### src/rtl/fifo_pkg.sv
// Shared FIFO definitions: output-mode selectors, default geometry and count sizing.
package fifo_pkg;

  localparam int unsigned FIFO_STD  = 0;
  localparam int unsigned FIFO_FWFT = 1;

  localparam int unsigned DEF_DATA_WIDTH = 8;
  localparam int unsigned DEF_ADDR_WIDTH = 4;

  // Pointers and count carry one extra bit so 0..DEPTH is representable.
  function automatic int unsigned cnt_width(input int unsigned addr_width);
    return addr_width + 1;
  endfunction

endpackage

### src/rtl/fifo_ram_2p.sv
// Simple dual-port RAM: synchronous write port, registered read port with enable.
module fifo_ram_2p #(
  parameter int unsigned DATA_WIDTH = 8,
  parameter int unsigned ADDR_WIDTH = 4
) (
  input  logic                  clk,
  input  logic                  we,
  input  logic [ADDR_WIDTH-1:0] waddr,
  input  logic [DATA_WIDTH-1:0] wdata,
  input  logic                  re,
  input  logic [ADDR_WIDTH-1:0] raddr,
  output logic [DATA_WIDTH-1:0] rdata
);

  localparam int unsigned DEPTH = 1 << ADDR_WIDTH;

  logic [DATA_WIDTH-1:0] mem [DEPTH];

  always_ff @(posedge clk) begin
    if (we) begin
      mem[waddr] <= wdata;
    end
  end

  always_ff @(posedge clk) begin
    if (re) begin
      rdata <= mem[raddr];
    end
  end

endmodule

### src/rtl/sync_fifo_ctrl.sv
// Single-clock FIFO controller: pointers, occupancy, registered status flags,
// error pulses and an optional first-word-fall-through output stage.
module sync_fifo_ctrl
  import fifo_pkg::*;
#(
  parameter int unsigned DATA_WIDTH    = DEF_DATA_WIDTH,
  parameter int unsigned ADDR_WIDTH    = DEF_ADDR_WIDTH,
  parameter int unsigned AFULL_THRESH  = 12,
  parameter int unsigned AEMPTY_THRESH = 2,
  parameter int unsigned FWFT          = FIFO_STD
) (
  input  logic                    clk,
  input  logic                    rst,
  input  logic                    wr_en,
  input  logic [DATA_WIDTH-1:0]   wr_data,
  output logic                    full,
  output logic                    almost_full,
  output logic                    overflow,
  input  logic                    rd_en,
  output logic [DATA_WIDTH-1:0]   rd_data,
  output logic                    rd_valid,
  output logic                    empty,
  output logic                    almost_empty,
  output logic                    underflow,
  output logic [ADDR_WIDTH:0]     count
);

  localparam int unsigned DEPTH = 1 << ADDR_WIDTH;
  localparam int unsigned CW    = cnt_width(ADDR_WIDTH);

  if (AFULL_THRESH > DEPTH || AEMPTY_THRESH >= DEPTH) begin : g_bad_thresh
    $error("sync_fifo_ctrl: AFULL_THRESH must be <= DEPTH and AEMPTY_THRESH < DEPTH");
  end

  logic [CW-1:0]         wr_ptr, rd_ptr, wr_ptr_nxt, rd_ptr_nxt;
  logic [CW-1:0]         count_nxt, ram_avail;
  logic                  wr_acc, rd_acc, ram_re;
  logic                  stage_pend, stage_pend_nxt;
  logic                  rd_valid_nxt, empty_nxt, full_nxt;
  logic                  almost_full_nxt, almost_empty_nxt;
  logic                  overflow_nxt, underflow_nxt;
  logic [DATA_WIDTH-1:0] ram_q, rd_data_nxt;

  fifo_ram_2p #(
    .DATA_WIDTH (DATA_WIDTH),
    .ADDR_WIDTH (ADDR_WIDTH)
  ) u_ram (
    .clk   (clk),
    .we    (wr_acc),
    .waddr (wr_ptr[ADDR_WIDTH-1:0]),
    .wdata (wr_data),
    .re    (ram_re),
    .raddr (rd_ptr[ADDR_WIDTH-1:0]),
    .rdata (ram_q)
  );

  // Next-state: acceptance, pointer/count update, RAM read issue, flags.
  always_comb begin
    wr_acc           = 1'b0;
    rd_acc           = 1'b0;
    ram_re           = 1'b0;
    ram_avail        = '0;
    wr_ptr_nxt       = wr_ptr;
    rd_ptr_nxt       = rd_ptr;
    count_nxt        = count;
    stage_pend_nxt   = 1'b0;
    rd_data_nxt      = rd_data;
    rd_valid_nxt     = 1'b0;
    empty_nxt        = empty;
    full_nxt         = full;
    almost_full_nxt  = almost_full;
    almost_empty_nxt = almost_empty;
    overflow_nxt     = 1'b0;
    underflow_nxt    = 1'b0;

    wr_acc    = wr_en && !full;
    rd_acc    = rd_en && !empty;
    ram_avail = wr_ptr - rd_ptr;

    // FWFT prefetches whenever the single output slot is (or is becoming) free.
    if (FWFT == FIFO_FWFT) begin
      ram_re = (ram_avail != '0) && !stage_pend && (!rd_valid || rd_acc);
    end else begin
      ram_re = rd_acc;
    end

    wr_ptr_nxt = wr_ptr + CW'(wr_acc);
    rd_ptr_nxt = rd_ptr + CW'(ram_re);

    unique case ({wr_acc, rd_acc})
      2'b10:   count_nxt = count + CW'(1);
      2'b01:   count_nxt = count - CW'(1);
      default: count_nxt = count;
    endcase

    stage_pend_nxt = ram_re;
    if (stage_pend) begin
      rd_data_nxt = ram_q;
    end

    if (FWFT == FIFO_FWFT) begin
      rd_valid_nxt = stage_pend || (rd_valid && !rd_acc);
      empty_nxt    = !rd_valid_nxt;
    end else begin
      rd_valid_nxt = stage_pend;
      empty_nxt    = (count_nxt == '0);
    end

    full_nxt         = (count_nxt == CW'(DEPTH));
    almost_full_nxt  = (count_nxt >= CW'(AFULL_THRESH));
    almost_empty_nxt = (count_nxt <= CW'(AEMPTY_THRESH));
    overflow_nxt     = wr_en && full;
    underflow_nxt    = rd_en && empty;
  end

  always_ff @(posedge clk or posedge rst) begin
    if (rst) begin
      wr_ptr       <= '0;
      rd_ptr       <= '0;
      count        <= '0;
      stage_pend   <= 1'b0;
      rd_data      <= '0;
      rd_valid     <= 1'b0;
      empty        <= 1'b1;
      full         <= 1'b0;
      almost_full  <= 1'b0;
      almost_empty <= 1'b1;
      overflow     <= 1'b0;
      underflow    <= 1'b0;
    end else begin
      wr_ptr       <= wr_ptr_nxt;
      rd_ptr       <= rd_ptr_nxt;
      count        <= count_nxt;
      stage_pend   <= stage_pend_nxt;
      rd_data      <= rd_data_nxt;
      rd_valid     <= rd_valid_nxt;
      empty        <= empty_nxt;
      full         <= full_nxt;
      almost_full  <= almost_full_nxt;
      almost_empty <= almost_empty_nxt;
      overflow     <= overflow_nxt;
      underflow    <= underflow_nxt;
    end
  end

endmodule

### config.mk
export PLATFORM = sky130hd
export DESIGN_NAME = sync_fifo_ctrl
export DESIGN_NICKNAME = d
export VERILOG_FILES = /design/src/rtl/fifo_pkg.sv /design/src/rtl/fifo_ram_2p.sv /design/src/rtl/sync_fifo_ctrl.sv
export SDC_FILE = /design/constraint.sdc
export NUM_CORES = 1
export LEC_CHECK = 0
export BUFFER_PORTS_ARGS = -buffer_cell sky130_fd_sc_hd__buf_2
export CORE_AREA = 2 2 102 178
export CTS_BUF_LIST = sky130_fd_sc_hd__clkbuf_16
export CTS_CLUSTER_DIAMETER = 30
export DETAILED_ROUTE_END_ITERATION = 8
export DIE_AREA = 0 0 104 180
export PLACE_DENSITY = 0.63
export SLEW_MARGIN = 20
export SYNTH_ARGS = -nofsm -noshare
export SYNTH_HDL_FRONTEND = slang
export SYNTH_SLANG_ARGS = --single-unit
### constraint.sdc
create_clock -name clk -period 2.9 [get_ports clk]
set_clock_uncertainty 0.15 [all_clocks]
set_input_delay 0.58 -clock clk [delete_from_list [all_inputs] [get_ports clk]]
set_output_delay 0.58 -clock clk [all_outputs]
set_load 0.01 [all_outputs]
# After elaboration in Yosys (flattened, before gate mapping)

Memories as Yosys holds them, arrays and structs flattened. A register that Yosys moved wholly into a read port is not among the register bits.
Cells that the tools add are included.

Memory bits (writable): 128
Logic and storage cells: 32
Memories: 1
Bits in registers: 31
Bits of input ports: 12

Memories:

| memory    | depth | width | rd ports | clocked after memory_dff | write ports | line              | source |
|---|---|---|---|---|---|---|---|
| u_ram.mem | 16    | 8     | 1        | 1                        | 1           | fifo_ram_2p.sv:17 | `logic [DATA_WIDTH-1:0] mem [DEPTH];` |

Eq/ne operators: 3
$add $sub $neg: 4
Reduce and logical (&&, ||, !) cells: 7
Mux-type cells: 3
Magnitude comparators: 2

Operator list:

| operator              | number |
|---|---|
| $add A5 B1 Y5         | 2 |
| $pmux W5 S2           | 1 |
| $add A5 B1 Y5 const B | 1 |
| $eq A5 B5 Y1 const B  | 1 |
| $ge A5 B4 Y1 const B  | 1 |
| $le A5 B2 Y1 const B  | 1 |
| $logic_not A5 Y1      | 1 |
| $sub A5 B1 Y5 const B | 1 |
| $logic_and A1 B1 Y1   | 4 |
| $eq A2 B1 Y1 const B  | 1 |
| $eq A2 B2 Y1 const B  | 1 |
| $logic_not A1 Y1      | 2 |
| $mux W1               | 2 |

# Longest topological paths before layout

Gate-level depths: netlist of run 1.

Depth in word-level cells: 5
Gate-level depth with buffers: 13
Gate-level depth less buffers: 12

# Cells and area by module

A second synthesis of run 1 with hierarchy kept.

Cell total of the unflattened synthesis: 331
Area, all modules: 6607.6 um^2

Modules (own cells, without submodules):

| module         | times used | seq. area each (um^2) | area each (um^2) | cells an instance |
|---|---|---|---|---|
| fifo_ram_2p    | 1          | 4083.9                | 5227.5           | 229 |
| sync_fifo_ctrl | 1          | 728.2                 | 1380.1           | 102 |

# Worst setup path after synthesis of run 1

Ideal clock, no wire load.

Kind: in2reg
From: input rd_en
To: register almost_full
Arrival time: 2.463 ns
Stages on the path: 12
Path slack: 0.169 ns
Data required time: 2.632 ns
Setup time: 0.118 ns
Cells stage by stage: nand2b_4 inv_1 nand2_1 xnor2_1 ha_1 a21oi_1 a21boi_2 nor3_2 xnor2_1 inv_1 a32o_1 a21o_1

Word-level cells in the longest chain between the ends: 4
Elaborated cells between the ends (all ways): 5
Those cells by class: 1 x order compare; 2 x eq/ne; 1 x mux; 1 x reduce/logical

Ends and longest elaborated chain:

| element                                      | line                  | source |
|---|---|---|
| start, declared                              | sync_fifo_ctrl.sv:19  | `input logic rd_en,` |
| $logic_and A1 B1 Y1 (*)                      | sync_fifo_ctrl.sv:77  | `rd_acc = rd_en && !empty;` |
| net ram_re                                   | sync_fifo_ctrl.sv:37  | `logic wr_acc, rd_acc, ram_re;` |
| $eq A2 B1 Y1 or $eq A2 B2 Y1 (tied branches) | sync_fifo_ctrl.sv:90  | `unique case ({wr_acc, rd_acc})` |
| $pmux W5 S2 (*)                              | sync_fifo_ctrl.sv:90  |  |
| net count_nxt[2]                             | sync_fifo_ctrl.sv:36  | `logic [CW-1:0] count_nxt, ram_avail;` |
| $ge A5 B4 Y1 (*)                             | sync_fifo_ctrl.sv:110 | `almost_full_nxt = (count_nxt >= CW'(AFULL_THRESH));` |
| net almost_full_nxt                          | sync_fifo_ctrl.sv:40  | `logic almost_full_nxt, almost_empty_nxt;` |
| end signal, assigned                         | sync_fifo_ctrl.sv:139 | `almost_full <= almost_full_nxt;` |
| end, declared                                | sync_fifo_ctrl.sv:17  | `output logic almost_full,` |

Mark *: on every way through the listed nets, which the timed path passes. The rest lies on a longest branch.
A chain may end at the register's enable or synchronous reset.

# Final worst setup path of run 1

From: register empty
To: register almost_full

Word-level cells in the longest chain between the ends: 5
Elaborated cells between the ends (all ways): 6
Those cells by class: 1 x order compare; 2 x eq/ne; 1 x mux; 2 x reduce/logical

Ends and longest elaborated chain:

| element                                      | line                  | source |
|---|---|---|
| start, declared                              | sync_fifo_ctrl.sv:22  | `output logic empty,` |
| start signal, assigned                       | sync_fifo_ctrl.sv:137 | `empty <= empty_nxt;` |
| $logic_not A1 Y1 (*)                         | sync_fifo_ctrl.sv:77  |  |
| $logic_and A1 B1 Y1 (*)                      | sync_fifo_ctrl.sv:77  |  |
| net ram_re                                   | sync_fifo_ctrl.sv:37  |  |
| $eq A2 B1 Y1 or $eq A2 B2 Y1 (tied branches) | sync_fifo_ctrl.sv:90  |  |
| $pmux W5 S2 (*)                              | sync_fifo_ctrl.sv:90  |  |
| $ge A5 B4 Y1 (*)                             | sync_fifo_ctrl.sv:110 |  |
| net almost_full_nxt                          | sync_fifo_ctrl.sv:40  |  |

Marked as above.

==> metrics.md, run 1 <==
| Metric | Value |
|---|---|
| Status | complete, no violations |
| Post-layout minimum cycle time | around 2.7 ns |
| Final Hold Fails | 0 |
| Diodes inserted | 0 |
| Post_cts resized | 0 |
| Clk_lat worst skew | 0.42 ns |
| Critical R2R Launch | empty |
| GPL Wtd Cong | ~0.83 |
| Vias in the first global route | 3532 |
| Most common cell in the synthesized netlist | edfxtp_1 |
| Tightest Pin Transition | about 0.81 ns |
| Num rows | 64 |
| CTS clock-pin slew for the worst setup and hold paths | 0.06 ns |
| Initial Util | about two fifths |
| Synth warnings | 0 |
| Worst VDD drop | between 0.3 and 0.4 mV |
| GRT Overall Usage | 14.2% |
| Number of vias in the routed layout | approximately 3300 |
| Setup repair bufs after CTS | 0 |
| Post-Place Cell Area | 7330 um2 |
| Total gr overflow | 0 |
| Max_cap viols | 0 |
| Reg2Reg Depth | 11 |
| Gate count after technology mapping | approximately 340 |
| Top cells by count, synth | 136 x edfxtp_1, 32 x mux4_1, 27 x dfrtp_1 |
| Post-synthesis net count | around 350 |
| Slew Limit Fails | 0 |
| R2R Setup Slk | around 0.19 ns |
| RSZ-0062 raised after global routing | no |
| Largest net degree at the start of global routing | 35 |
| Fin util | between 40% and 50% |
| Worst Hold Class | in2async |
| Endpoints failing setup | 0 |
| Sequential share of the synthesized area | 70.7% |
| CTS root buf | clkbuf_16 |
| DP HPWL | between 8000 and 9000 um |
| Filler Cells Inserted | approximately 1500 |
| Hold_ws | roughly 0.16 ns |
| Total CTS buffers | 17 |
| Post-synthesis cell type count | between 50 and 60 |
| RR Endpoint | almost_full |
| Crit Path Max Fanout | 5 |
| Post-route cell area | between 7000 and 8000 um2 |
| Critical Path Start Type | register |
| Synthesized area per cell | between 20 and 25 um2 |
| Layout cells sized above 1 | between 20 and 30% |
| Final TNS setup | 0 ns |
| Synth top area share | around three fifths |
| Post-DR vias/cell | ~5.2 |
| Arrival @ worst endpoint | approximately 2.9 ns |
| Clock H-tree levels | 4 |
| Normalized max-slew margin | 45.9% |
| Worst Setup End Kind | register |
| Antenna-violating nets left | 0 |
| First-pass GRT wire length | around 20000 um |
| Clk buf depth | 2 |
| Final WL | roughly 12000 um |
| DR iter-0 viols | between 200 and 300 |
| Post-Synthesis Cell Area | approximately 6800 um2 |
| Clk sinks | ~170 |
| Top cells by area, synth | edfxtp_1 60%, mux4_1 12%, dfrtp_1 9.9% |
| Synth-to-layout area growth | 16.4% |
| Setup Crit Path Kind | reg2reg |
| Die area | about 19000 um2 |
| CP required | 3.06 ns |
| Io pins | 32 |
| CTS tree | yes |
| Port buffer count | 31 |
| Post-synth ARST share | 17.6% |
| Detailed Routing Iterations Pass 1 | 5 |
| Leading area contributor after synthesis | edfxtp_1 |
| Period utilization | between 90% and 100% |
| Height of the die | 180 um |
| Initial antenna violation count | 0 |
| P per Cell Area | between 900 and 1000 nW/um2 |
| DIE WIDTH | 104 um |
| Core footprint | approximately 17000 um2 |
| # hold bufs at CTS | 0 |
| Number of flops mapped to enable cells by yosys | 136 |
| Yosys reg bits | 165 |
| Routed length per instance | about 20 um |
| Leakage | around 2.8 nW |
| Peak Freq | approximately 370 MHz |
| Post-route DRC | 0 |
| Main synth FF type | edfxtp_1 |
| Fin nets | just over 400 |
==> state kept, by name (all words and copies together), names as in the netlist, 4 cells and up <==
| signal | flops |
|---|---|
| u_ram.rdata | 8 |
| wr_ptr | 4 |
| u_ram.mem | 128 |
| count | 5 |
| rd_data | 8 |
| rd_ptr | 4 |
==> cell usage in the layout (no fill, tap or decap), types with 2 or more instances in the layout <==
cell type,Yosys,final
ha_1,5,5
nor2_1,22,22
o21ai_0,2,2
buf_2,0,31
mux2_2,10,10
edfxtp_1,136,136
clkbuf_16,0,20
buf_4,0,24
o221ai_1,2,2
mux4_1,32,32
xor2_1,2,2
nand3_1,5,5
nor3_2,2,2
inv_1,6,8
inv_4,1,3
nor3_1,4,4
clkinv_1,1,4
nand2_1,6,6
nor4b_1,2,2
nor2b_1,2,2
mux4_2,8,8
and2_1,3,3
nand2b_1,2,2
xnor2_1,8,8
a21oi_1,4,4
dfrtp_1,27,27
dfstp_2,2,2
clkinv_4,0,3
==> metal layers <==
layer,vias up,GRT usage (%),part of all wire [%]
met4,0,6.92,2.5
li1,1495,-,-
met2,79,27.9,60
met3,27,3.05,2.5
met1,1686,13.5,35
met5,-,0,0
==> through the flow <==
step                instances  total power [mW]  worst slack [ns]
finish                    638              7.80             0.191
global route              638              8.19            0.0509
CTS                       638              7.90             0.207
detailed placement        606              5.69            0.0518
global placement          606              5.59             0.157
floorplan                 336              5.03             0.169
==> critical path: stages (launching register included) <==
cell       delay (ns)
dfstp_2          0.54
nand2b_4         0.15
inv_1            0.07
nand2_1          0.10
xnor2_1          0.13
ha_1             0.21
nor2b_1          0.19
a32oi_1          0.12
o2bb2ai_1        0.38
mux2i_2          0.17
a32o_1           0.23
a21o_1           0.15
==> where the power goes <==
group	leakage (nW)	total [mW]	internal (mW)	switching (mW)
registers	1.58	3.37	3.05	0.323
clock network	0.302	2.20	1.33	0.875
logic	0.961	2.23	1.12	1.11
total	2.84	7.80	5.49	2.31
==> how the worst max path moves through the flow <==
stage                from     endpoint  depth (start not counted)
floorplan           rd_en  almost_full                         12
global placement    wr_en  almost_full                         13
detailed placement  wr_en  almost_full                         12
CTS                 empty  almost_full                         11
global route        empty  almost_full                         11
finish              empty  almost_full                         11
==> cells by family (layout without fill, tap and decap cells) <==
group,after synthesis,count (layout),share of synthesized area (%)
flops,165,165,70.7
simple gates,58,58,4.96
mux,51,51,16.9
buf+inv,25,96,2.33
compound gates,22,22,2.98
xor+xnor,10,10,1.29
fa+ha+maj,5,5,0.919
==> final cells by class <==
| type | count | area (um2) | share of cell area (%) |
|---|---|---|---|
| inverters | 8 | 32.5 | 0.411 |
| flip-flops and latches | 165 | 4810 | 60.7 |
| clock buffers | 20 | 500 | 6.32 |
| clock inverters | 12 | 96.3 | 1.22 |
| repair buffers | 56 | 355 | 4.48 |
| multi-input cells | 146 | 1840 | 23.2 |
| well taps | 231 | 289 | 3.65 |
Power figures use the tool's default switching activity.
==> run 2: changes to the inputs <==
==> constraint.sdc (replaced) <==
create_clock -name clk -period 2.6 [get_ports clk]
set_clock_uncertainty 0.15 [all_clocks]
set_input_delay 0.52 -clock clk [delete_from_list [all_inputs] [get_ports clk]]
set_output_delay 0.52 -clock clk [all_outputs]
set_load 0.01 [all_outputs]
==> run 2 against run 1 <==
Compared with the run above:
- register-to-register slack got worse by 0.16 ns
- sequential cell count unchanged
- combinational power increased by 20%
- largest cell class unchanged
- via count up 0.58%
- worst hold slack improved by 0.024 ns
- wire length increased by 1.9%
- maximum frequency up 5.3%
- highest routed layer unchanged
==> metrics.md, run 2 (synthesis results as in run 1) <==
| Metric | Value |
|---|---|
| Status | complete, no violations |
| Worst path slowest cell | dfstp_2 |
| Post-route cell area | 8020 um2 (+1.2%) |
| Largest register FFs | 128 (unchanged) |
| First-pass GRT wire length | 19400 um (-0.25%) |
| Worst Hold Depth | 2 |
| Fin nets | 417 (+1.5%) |
| Reg power frac | 42.6% (-0.6 points) |
| Diodes inserted | 0 (unchanged) |
| CTS tree | yes |
| Vias in the first global route | 3517 (-0.42%) |
| Num rows | 64 (unchanged) |
| Port buffer count | 31 (unchanged) |
| Antenna-violating nets left | 0 (unchanged) |
| Post-Place Cell Area | 7390 um2 (+0.84%) |
| Total CTS buffers | 17 (unchanged) |
| Setup slack after layout | 0.0278 ns (-0.163 ns) |
| CTS clock-pin slew for the worst setup and hold paths | 0.06 ns (about the same) |
| Tightest Pin Transition | 0.632 ns (-0.179 ns) |
| Core footprint | 17300 um2 (unchanged) |
| Clk_lat worst skew | 0.42 ns (about the same) |
| Int Pwr | 6.10 mW (+11%) |
| Largest registers | u_ram.mem x128, rd_data x8, u_ram.rdata x8 |
| Clock H-tree levels | 4 (unchanged) |
| Worst VDD drop | 0.500 mV (+27%) |
| Synth-to-layout area growth | 17.8% |
| CP required | 2.76 ns (-0.30 ns) |
| Comb power frac | 30.4% (+1.8 points) |
| Detailed Routing Iterations Pass 1 | 4 (-1) |
| Worst Setup End Kind | register |
| Io pins | 32 (unchanged) |
| Initial Util | 39.4% (unchanged) |
| Post-route DRC | 0 (unchanged) |
| Critical Path Start Type | register |
| Clk sinks | 165 (unchanged) |
| DIE WIDTH | 104 um (unchanged) |
| Endpoints failing setup | 0 (unchanged) |
| Max_cap viols | 0 (unchanged) |
| DP HPWL | 8980 um (+2.6%) |
| Post-layout minimum cycle time | 2.57 ns (-0.137 ns) |
| Routed length per instance | 19.7 um (+0.94%) |
| Hold_ws | 0.184 ns (+0.0243 ns) |
| GRT Overall Usage | 14.1% (-0.090 points) |
| Most common cell after layout, fill and taps aside | edfxtp_1 |
| Net Sw Power | 2.67 mW (+16%) |
| Die area | 18700 um2 (unchanged) |
| Crit Path Max Fanout | 4 (-1) |
| Worst Hold Class | in2reg |
| Most frequent cells in the layout | 136 x edfxtp_1, 32 x mux4_1, 31 x buf_2 |
| Worst-path cell chain | nand2b_4 -> clkinvlp_4 -> nand2_2 -> xnor2_1 -> ha_2 -> nor2b_2 -> a32oi_2 -> o2bb2ai_4 -> mux2i_4 -> a32o_1 -> a21o_1 |
| RSZ-0062 raised after global routing | yes |
| Total gr overflow | 0 (unchanged) |
| Peak Freq | 389 MHz (+5.3%) |
| Normalized max-slew margin | 57.9% (+12 points) |
| CTS root buf | clkbuf_16 |
| Final WL | 12700 um (+1.9%) |
| Largest net degree at the start of global routing | 35 (unchanged) |
| Final Hold Fails | 0 (unchanged) |
| Layout cells sized above 1 | 33.2% (+3.9 points) |
| Clk buf depth | 2 (unchanged) |
| Reg with most FFs | u_ram.mem |
| Initial antenna violation count | 0 (unchanged) |
| Period utilization | 98.9% (+5.5 points) |
| Leakage | 2.87 nW (+1.3%) |
| Reg2Reg Depth | 11 (unchanged) |
| Switching Fraction | 30.5% (+0.92 points) |
| P per Cell Area | 1090 nW/um2 (+11%) |
| GPL Wtd Cong | 0.854 (+2.4%) |
| Fin cells | 644 (+0.94%) |
| Post-DR vias/cell | 5.13 (-0.36%) |
| Height of the die | 180 um (unchanged) |
| DR iter-0 viols | 242 (-17%) |
| Slew Limit Fails | 0 (unchanged) |
| Max stage delay on crit path | 0.54 ns (about the same) |
| Worst slack, placed | -0.0279 ns (-0.0797 ns) |
| Arrival @ worst endpoint | 2.73 ns (-0.14 ns) |
| Number of vias in the routed layout | 3306 (+0.58%) |
| Placed instance count | 610 (+0.66%) |
| Clock network power share | 27.0% (-1.2 points) |
| Setup Crit Path Kind | reg2reg |
run 2: cell count changes in the layout (fill, tap and decap cells not counted), sizes merged:
cell and delta:
inv +4, dlygate4sd3 +1, clkinvlp +1, buf +5
clkbuf -1, clkinv -3, bufinv -1
run 2: final cells by class:
class,instances,area (um2)
clock buffers,19,475
clock inverters,13,91.3
fillers,1468,9280
inverters,8,36.3
multi-input cells,146,1900
flip-flops and latches,165,4810
well taps,231,289
repair buffers,62,415
run 2: critical path: cells and delay by family, from the launching register on:
kind            cells  cell delay, ns
mux                 1            0.12
buf+inv             1            0.11
simple gates        3            0.44
xor+xnor            1            0.13
flops               1            0.54
fa+ha+maj           1            0.22
compound gates      4            0.75
run 2: per-layer routing:
metal	up-vias	part of all wire, %	routed length [um]	global-route usage (%)
met5	-	0	0	0
met4	0	2.5	318	5.73
met3	21	3.1	395	3.19
met2	95	59	7520	27.8
met1	1684	35	4480	13.7
li1	1506	-	-	-
run 2: through the flow:
stage | utilization (%) | power (mW) | setup TNS [ns]
global placement | 42.7 | 6.33 | 0
detailed placement | 42.7 | 6.44 | -0.0279
floorplan | - | 5.63 | -0.0101
CTS | 46.1 | 8.81 | 0
global route | 46.4 | 9.18 | -0.146
finish | 46.4 | 8.77 | 0
run 2: final timing paths:
kind | startpoint | endpoint | slack, ns
worst max-delay path | empty | almost_full | 0.03
worst min-delay path | wr_en | overflow | 0.18
worst max register to register | empty | almost_full | 0.03
worst min register to register | u_ram.rdata[6] | rd_data[6] | 0.33
max in group asynchronous | rst | empty | 1.20
min in group asynchronous | rst | rd_data[0] | 0.44
run 2: timing repair:
action                                  4_1_cts  5_1_grt
endpoints found under the hold margin         7        0
setup buffers                                 0        1
resized for setup                             0        6
hold buffers                                  1        0
endpoints found under the setup margin        0        5
run 2: power by group through the flow:
| stage | registers, mW | logic [mW] | clock network, mW |
|---|---|---|---|
| finish | 3.74 | 2.67 | 2.37 |
| global route | 3.80 | 2.85 | 2.53 |
| CTS | 3.74 | 2.64 | 2.42 |
| floorplan | 3.66 | 1.97 | 0 |
| global placement | 3.77 | 2.56 | 0 |
| detailed placement | 3.80 | 2.64 | 0 |
==> run 3: changes to the inputs <==
--- a/config.mk
+++ b/config.mk
@@ -12,6 +12,7 @@
 export DETAILED_ROUTE_END_ITERATION = 8
 export DIE_AREA = 0 0 104 180
 export PLACE_DENSITY = 0.63
+export RECOVER_POWER = 25
 export SLEW_MARGIN = 20
 export SYNTH_ARGS = -nofsm -noshare
 export SYNTH_HDL_FRONTEND = slang
==> run 3 against run 2 <==
Compared with the run above:
- count of clock-buffer cells in the layout stayed put
- combinational power is essentially flat
- sequential power hardly changed
- wire length rose by 0.13%
- cell area decreased by 0.11%
- non-clock buffer count did not move
- sequential share of layout area grew 0.066 points
==> metrics.md, run 3 (synthesis results as in run 1) <==
| Metric | Value |
|---|---|
| Normalized max-slew margin | 53.5% (-4.4 points) |
| P per Cell Area | 1090 nW/um2 (about the same) |
| Worst Setup End Kind | register |
| Fin nets | 417 (unchanged) |
| DP HPWL | 8980 um (unchanged) |
| Largest registers | u_ram.mem x128, rd_data x8, u_ram.rdata x8 |
| Worst Hold Launch | wr_en |
| DIE WIDTH | 104 um (unchanged) |
| Status | complete, no violations |
| Diodes inserted | 0 (unchanged) |
| Worst Hold Class | in2reg |
| Detailed Routing Iterations Pass 1 | 5 (+1) |
| CTS tree | yes |
| CTS clock-pin slew for the worst setup and hold paths | 0.06 ns (about the same) |
| Period utilization | 98.8% (-0.18 points) |
| Layout cells sized above 1 | 31.5% (-1.7 points) |
| Most common cell after layout, fill and taps aside | edfxtp_1 |
| Post-DR vias/cell | 5.12 (-0.18%) |
| Largest net degree at the start of global routing | 35 (unchanged) |
| Port buffer count | 31 (unchanged) |
| Setup Crit Path Kind | reg2reg |
| RSZ-0062 raised after global routing | yes |
| Num rows | 64 (unchanged) |
| Clk_lat worst skew | 0.42 ns (about the same) |
| Post-route DRC | 0 (unchanged) |
| Leakage | 2.85 nW (-0.67%) |
| Die area | 18700 um2 (unchanged) |
| Clk sinks | 165 (unchanged) |
| Vias in the first global route | 3517 (unchanged) |
| GRT Overall Usage | 14.1% (unchanged) |
| Worst VDD drop | 0.499 mV (-0.20%) |
| Critical R2R Launch | empty |
| Arrival @ worst endpoint | 2.72 ns (about the same) |
| Number of vias in the routed layout | 3300 (-0.18%) |
| Most frequent cells in the layout | 136 x edfxtp_1, 32 x mux4_1, 28 x buf_4 |
| R2R Setup Slk | 0.03 ns (about the same) |
| Tightest Pin Transition | 0.698 ns (+0.0666 ns) |
| Antenna-violating nets left | 0 (unchanged) |
| Peak Freq | 389 MHz (+0.18%) |
| Endpoints failing setup | 0 (unchanged) |
| Height of the die | 180 um (unchanged) |
| Routed length per instance | 19.8 um (+0.13%) |
| Register area | 4810 um2 (unchanged) |
| Critical Path Start Type | register |
| Largest register FFs | 128 (unchanged) |
| Final Hold Fails | 0 (unchanged) |
| Multi-input logic area | 1900 um2 (unchanged) |
| Final WL | 12700 um (+0.13%) |
| Initial Util | 39.4% (unchanged) |
| Total gr overflow | 0 (unchanged) |
| Post-layout minimum cycle time | 2.57 ns (-0.00456 ns) |
| Worst slack, placed | -0.0279 ns (unchanged) |
| Crit Path Max Fanout | 4 (unchanged) |
| Max_cap viols | 0 (unchanged) |
| Synth-to-layout area growth | 17.6% |
| CP startpoint | empty |
| Io pins | 32 (unchanged) |
| Clock H-tree levels | 4 (unchanged) |
| Core footprint | 17300 um2 (unchanged) |
| DR iter-0 viols | 257 (+6.2%) |
| CTS root buf | clkbuf_16 |
| GPL Wtd Cong | 0.854 (unchanged) |
| Final TNS setup | 0 ns (unchanged) |
| First-pass GRT wire length | 19400 um (unchanged) |
| Initial antenna violation count | 0 (unchanged) |
| Reg with most FFs | u_ram.mem |
| CP required | 2.76 ns (about the same) |
| Setup slack after layout | 0.0323 ns (+0.00456 ns) |
| Total CTS buffers | 17 (unchanged) |
| Clk buf depth | 2 (unchanged) |
| Slew Limit Fails | 0 (unchanged) |
| Filler Cells Inserted | 1473 (+0.34%) |
run 3: cell count changes in the layout (fill, tap and decap cells not counted), sizes merged:
cell | before | now
clkbuf | 19 | 26
buf | 61 | 54
run 3: stage by stage:
step | hold slack, ns | instances | total power, mW | utilization [%] | cell area (um2)
after global routing | 0.191 | 644 | 9.18 | 46.3 | 8010
after global placement | 0.312 | 610 | 6.33 | 42.7 | 7390
final | 0.188 | 644 | 8.77 | 46.3 | 8010
after floorplan | 0.202 | 336 | 5.63 | - | 6830
after CTS | 0.167 | 643 | 8.81 | 46.1 | 7970
after detailed placement | 0.319 | 610 | 6.44 | 42.7 | 7390
run 3: power by group:
group          switching, mW  internal [mW]  leakage (nW)
combinational           1.31           1.35         0.987
sequential             0.337           3.40          1.58
clock                   1.02           1.34         0.292
total                   2.67           6.10          2.85
run 3: layout make-up:
cell class,instances,share of cell area (%)
repair buffers,62,5.08
clock buffers,19,5.94
clock inverters,13,1.14
multi-input cells,146,23.7
inverters,8,0.453
well taps,231,3.61
flip-flops and latches,165,60.1
run 3: timing repair:
item	CTS	global route
endpoints found under the setup margin	0	5
hold buffers	1	0
setup buffers	0	1
hold endpoints to repair	7	0
gates resized for setup	0	6
run 3: worst max-delay path, stage by stage, from the launching register on:
cell and delay [ns]:
dfstp_2 0.54, nand2b_4 0.14, clkinvlp_4 0.10, nand2_2 0.11, xnor2_1 0.13, ha_2 0.22, nor2b_2 0.19, a32oi_2 0.14
o2bb2ai_4 0.25, mux2i_4 0.12, a32o_1 0.21, a21o_1 0.15
run 3: final timing paths:
check | end | cells past startpoint
max in group asynchronous | almost_empty | 4
worst min register to register | rd_data[6] | 1
min in group asynchronous | rd_data[0] | 3
worst max register to register | almost_full | 11
worst min-delay path | overflow | 2
worst max-delay path | almost_full | 11
run 3: metal layers:
metal  part of all wire (%)  up-vias  track usage [%]
met5                      0        -                0
met4                    2.5        0             5.73
met3                    2.9       23             3.19
met2                     59       80             27.8
met1                     36     1692             13.7
li1                       -     1505                -
